===== config.mk =====
export PLATFORM = sky130hd
export DESIGN_NAME = nibble_pair_rx_flat
export DESIGN_NICKNAME = d
export VERILOG_FILES = /design/src/rtl/nibble_pair_rx_if.sv /design/src/rtl/nibble_pair_rx.sv /design/src/flat_wrapper.sv
export SDC_FILE = /design/constraint.sdc
export NUM_CORES = 1
export LEC_CHECK = 0
export ABC_CLOCK_PERIOD_IN_PS = 2150
export CAP_MARGIN = 20
export CORE_MARGIN = 2
export CORE_UTILIZATION = 51
export DETAILED_ROUTE_END_ITERATION = 8
export PLACE_DENSITY = 0.87
export REMOVE_ABC_BUFFERS = 1
export SLEW_MARGIN = 15
export SYNTH_ARGS = -nofsm -noshare
export SYNTH_HDL_FRONTEND = slang
export SYNTH_SLANG_ARGS = --single-unit
export TNS_END_PERCENT = 20

===== constraint.sdc =====
create_clock -name clk -period 2.15 [get_ports clk]
set_input_delay 0.43 -clock clk [delete_from_list [all_inputs] [get_ports clk]]
set_output_delay 0.43 -clock clk [all_outputs]
set_load 0.01 [all_outputs]

===== src/rtl/nibble_pair_rx_if.sv =====
// nibble_pair_rx_if: byte-in / word-out stream bundle for nibble_pair_rx.
// master drives in_data/in_valid/out_ready, slave (the receiver) drives the rest.
interface nibble_pair_rx_if;
    logic [7:0] in_data;
    logic       in_valid;
    logic       in_ready;
    logic [7:0] out_data;
    logic       out_lane;
    logic       out_valid;
    logic       out_ready;

    modport master (
        output in_data,
        output in_valid,
        output out_ready,
        input  in_ready,
        input  out_data,
        input  out_lane,
        input  out_valid
    );

    modport slave (
        input  in_data,
        input  in_valid,
        input  out_ready,
        output in_ready,
        output out_data,
        output out_lane,
        output out_valid
    );
endinterface


===== src/rtl/nibble_pair_rx.sv =====
// nibble_pair_rx: reassembles tagged nibbles into 8-bit A/B lane words and
// emits them on a valid/ready output with round-robin lane arbitration.
// Ports: clk, rst (sync, active-high), bus (slave: in_* byte stream, out_* words),
//        err (one-cycle pulse per bad byte), err_count (saturating error count).
// Build option: define NIBBLE_PAIR_RX_ERRCNT_EN to enable err_count; else it reads 0.
module nibble_pair_rx (
    input  logic           clk,
    input  logic           rst,
    nibble_pair_rx_if.slave bus,
    output logic           err,
    output logic [7:0]     err_count
);

    typedef enum logic [1:0] {
        EMPTY   = 2'd0,
        HAVE_LO = 2'd1,
        FULL    = 2'd2
    } lane_st_t;

    // index 0 = lane A, index 1 = lane B
    lane_st_t   st   [2];
    logic [3:0] lo   [2];
    logic [7:0] word [2];

    // set when lane B wins the next tie
    logic       prio_b;

    logic [7:0] out_data_q;
    logic       out_lane_q;
    logic       out_valid_q;

    logic       in_lane;
    logic       in_half;
    logic       rsv_bad;
    logic [3:0] nib;
    lane_st_t   cur_st;
    logic       acc;
    logic       seq_bad;
    logic       err_next;
    logic       full_a;
    logic       full_b;
    logic       out_free;
    logic       load;
    logic       sel;

    assign in_lane = bus.in_data[7];
    assign in_half = bus.in_data[6];
    assign rsv_bad = |bus.in_data[5:4];
    assign nib     = bus.in_data[3:0];

    // ready only looks at the addressed lane's registered state
    assign cur_st       = st[in_lane];
    assign bus.in_ready = (cur_st != FULL);
    assign acc          = bus.in_valid & bus.in_ready;

    always_comb begin
        seq_bad = 1'b0;
        unique case (cur_st)
            EMPTY:   seq_bad = in_half;
            HAVE_LO: seq_bad = ~in_half;
            default: seq_bad = 1'b0;
        endcase
    end

    // reserved and sequence faults on one byte collapse into one pulse
    assign err_next = acc & (rsv_bad | seq_bad);

    assign full_a   = (st[0] == FULL);
    assign full_b   = (st[1] == FULL);
    assign out_free = ~out_valid_q | bus.out_ready;
    assign load     = out_free & (full_a | full_b);
    assign sel      = (full_a & full_b) ? prio_b : full_b;

    always_ff @(posedge clk) begin
        if (rst) begin
            for (int l = 0; l < 2; l++) begin
                st[l]   <= EMPTY;
                lo[l]   <= 4'h0;
                word[l] <= 8'h00;
            end
            prio_b      <= 1'b0;
            out_data_q  <= 8'h00;
            out_lane_q  <= 1'b0;
            out_valid_q <= 1'b0;
            err         <= 1'b0;
        end else begin
            err <= err_next;

            // a FULL lane never accepts input, so drain and fill never collide
            for (int l = 0; l < 2; l++) begin
                if (load && (sel == l[0])) begin
                    st[l] <= EMPTY;
                end else if (acc && !rsv_bad && (in_lane == l[0])) begin
                    unique case (st[l])
                        EMPTY: begin
                            if (!in_half) begin
                                lo[l] <= nib;
                                st[l] <= HAVE_LO;
                            end
                        end
                        HAVE_LO: begin
                            if (in_half) begin
                                word[l] <= {nib, lo[l]};
                                st[l]   <= FULL;
                            end else begin
                                lo[l] <= nib;
                            end
                        end
                        default: ;
                    endcase
                end
            end

            if (load) begin
                out_data_q  <= word[sel];
                out_lane_q  <= sel;
                out_valid_q <= 1'b1;
                // the lane just served loses the next tie
                prio_b      <= ~sel;
            end else if (bus.out_ready) begin
                out_valid_q <= 1'b0;
            end
        end
    end

    assign bus.out_data  = out_data_q;
    assign bus.out_lane  = out_lane_q;
    assign bus.out_valid = out_valid_q;

`ifdef NIBBLE_PAIR_RX_ERRCNT_EN
    logic [7:0] err_cnt_q;

    always_ff @(posedge clk) begin
        if (rst) begin
            err_cnt_q <= 8'h00;
        end else if (err && (err_cnt_q != 8'hFF)) begin
            err_cnt_q <= err_cnt_q + 8'd1;
        end
    end

    assign err_count = err_cnt_q;
`else
    assign err_count = 8'h00;
`endif

endmodule


===== src/flat_wrapper.sv =====
// flat-port wrapper written by rule: the top's interface ports become plain ports
module nibble_pair_rx_flat 
  (clk, rst, err, err_count, bus_in_data, bus_in_valid, bus_out_ready, bus_in_ready, bus_out_data, bus_out_lane, bus_out_valid);
  nibble_pair_rx_if bus_i ();
  input  logic clk;
  input  logic rst;
  output logic err;
  output logic [7:0] err_count;
  input wire logic [$bits(bus_i.in_data)-1:0] bus_in_data;
  input wire logic [$bits(bus_i.in_valid)-1:0] bus_in_valid;
  input wire logic [$bits(bus_i.out_ready)-1:0] bus_out_ready;
  output wire logic [$bits(bus_i.in_ready)-1:0] bus_in_ready;
  output wire logic [$bits(bus_i.out_data)-1:0] bus_out_data;
  output wire logic [$bits(bus_i.out_lane)-1:0] bus_out_lane;
  output wire logic [$bits(bus_i.out_valid)-1:0] bus_out_valid;
  assign bus_i.in_data = bus_in_data;
  assign bus_i.in_valid = bus_in_valid;
  assign bus_i.out_ready = bus_out_ready;
  assign bus_in_ready = bus_i.in_ready;
  assign bus_out_data = bus_i.out_data;
  assign bus_out_lane = bus_i.out_lane;
  assign bus_out_valid = bus_i.out_valid;
  nibble_pair_rx u_core (.clk(clk), .rst(rst), .bus(bus_i), .err(err), .err_count(err_count));
endmodule

==> qor.csv <==
metric;value;unit
cp_slowest_cell;clkdlybuf4s50_1;
power.density;704.2;nW/um2
synth_area_leader_cell;edfxtp_1;
worstRegToRegCells;4;
cp-startpoint;bus_in_data[7];
maxSlewHeadroom;0.6650;
p_comb_frac;0.114;
synth_top_area_share;0.4676;
worstHoldStart;u_core.bus.out_lane;
drcViolationCount;0;
fin_nets;184;
die_h;63.38;um
initial_core_util;0.5346;
place_congestion;0.9271;
drt-wirelength-per-cell;13.58;um
cap_violations;0;
cp_max_fo;2;
dieArea;4016;um2
cts_sinks;40;
critical_path_cell_count;3;
reg2reg_to;u_core.word[0][5];
root_buffer;clkbuf_4;
syn-cell-area;1798;um2
grt_max_degree;14;
grt.total_usage;0.1638;
final_antenna_net_count;0;
fmax;504.8;MHz
synth.yosys.seq_area_share;0.6013;
tightest_slew;0.4987;ns
antenna_found_initial;0;
min_to;u_core.bus.out_lane;
dp_slack;-0.02892;ns
worstHoldPathType;register to register;
final_cell_mix;and2_1, edfxtp_1, clkdlybuf4s50_1;
setup_viol;0;
placementRows;21;
synth_cell_type_count;38;
worst-setup-path-type;input pin to primary output;
die_x;63.38;um
grt_first_pass_wirelength;4974;um
grt-ovfl-total;0;
synth_area_per_cell;12.84;um2
num_io_pins;32;
whs_path_depth;1;
syn_inst;140;
ir_worst_vdd;0.0004940;V
ff2ff_setup_slack;0.53;ns
h-tree-depth;2;
crit_chain;clkdlybuf4s50_1 > mux2_2 > dlygate4sd2_1;
switchingPower;349.7;uW
arrival;1.55;ns
hpwlAfterDp;2290;um
crit_buf_inv;2;
vias;1118;
crit_path_start_kind;input pin;
power_leakage;0.0008479;uW
area_growth;20.60;%
seqPwrFrac;0.573;
grt_pass1_vias;1164;
final_layout_size_suffix_gt1_frac;0.1618;
synth-seq-cells;40;
slew_viol_final;0;
holdBufCountCts;0;
final_core_util;0.6447;
yosysWarnings;0;
holdWs;0.4744;ns
wl;2974;um
rsz0062_at_grt;no;
required;1.72;ns
critical_path.top_delay_family;buffers and inverters;
port-buffer-count;23;
antenna_cells;0;
fin_ws;0.1689;ns
clk_pin_slew_worst_paths;0.11;ns
reg2reg_from;u_core.st[1][1];
fin_crit_sh;0.9215;
finClkSkew;0.01034;ns
cts-buffers-inserted;5;
initialDrtViolationCount;32;
synthTopCellsByArea;edfxtp_1, dfxtp_1, and2_1;
pwr-share-clk;0.313;
fin_crit;1.981;ns
cpPeakStageDelay;0.49;ns
p_int;1177;uW
crit_path_end_kind;primary output;
core;3363;um2
sw_frac_of_total;0.2290;
fin_total_pwr;1527;uW
status;completed;
cts_tree;yes;
finalHoldViolCount;0;
cts.path.max_buffers;2;
routed_via_density;5.105;
insertion_delay;0.35;ns
drt_pre_antenna_iters;4;
worst max path at each step:
stage                                   end
after detailed placement  u_core.word[0][5]
after floorplan             u_core.lo[0][0]
final                          bus_in_ready
after CTS                      bus_in_ready
after global placement         bus_in_ready
after global routing           bus_in_ready
flip-flops by register name, indices dropped and copies added (netlist names):
| register | count |
|---|---|
| u_core.bus.out_valid | 1 |
| u_core.prio_b | 1 |
| u_core.err | 1 |
| u_core.word | 16 |
| u_core.bus.out_data | 8 |
| u_core.bus.out_lane | 1 |
| u_core.st | 4 |
| u_core.lo | 8 |
layout make-up:
cell class | count | area (um2)
clock buffers | 7 | 76.32
well taps | 46 | 57.56
fillers | 276 | 1195
multi-input cells | 93 | 651.9
repair buffers | 31 | 289.0
clock inverters | 1 | 8.758
flip-flops and latches | 40 | 1081
inverters | 1 | 3.754
cells by family after synthesis:
| kind of cell | count (synthesis) | share of synthesized area |
|---|---|---|
| xor gates and xnor gates | 2 | 0.009744 |
| and+or+nand+nor | 58 | 0.2102 |
| other | 1 | 0.002086 |
| AOI/OAI and AO/OA | 24 | 0.1197 |
| muxes | 1 | 0.006263 |
| buffers and inverters | 14 | 0.05080 |
| DFF | 40 | 0.6013 |
power groups by stage:
stage	clock network (uW)	logic [uW]	registers (uW)
2_1_floorplan	0	81.5	898
3_3_place_gp	0	166	892
3_5_place_dp	0	172	895
4_1_cts	482	175	876
5_1_grt	515	188	880
6_report	478	174	875
per-layer routing:
metal  GRT usage  wire, um
met1      0.1679      1154
met2      0.2895      1524
met3     0.06964       206
met4     0.07065        89
met5           0         0
per-stage QoR:
step / instance area (um2) / setup TNS, ns / instances
after global placement: 2077 / -0.01973 / 210
after global routing: 2168 / 0 / 219
after CTS: 2168 / 0 / 219
after detailed placement: 2077 / -0.4205 / 210
final: 2168 / 0 / 219
after floorplan: 1737 / 0 / 134
repair_timing:
action                                  in CTS  in global routing
gates resized for setup                      1                  0
endpoints found under the setup margin       1                  0
buffers inserted                             1                  0
synth_stat cells (all sizes together):
master,count
and3,3
nor4,1
nor3,3
a211o,2
mux2,1
a2111oi,1
inv,1
xnor2,1
o31ai,1
edfxtp,28
nand2,4
nor2,8
a21o,2
o21ai,1
o311ai,1
a31o,1
xor2,1
a22oi,1
o22ai,1
and2,28
or2,2
nand2b,4
a21oi,4
dfxtp,12
conb,1
nor2b,4
buf,11
a221o,8
clkbuf,2
and2b,1
o211ai,1
Note: power is estimated with default switching activity, not from simulation.
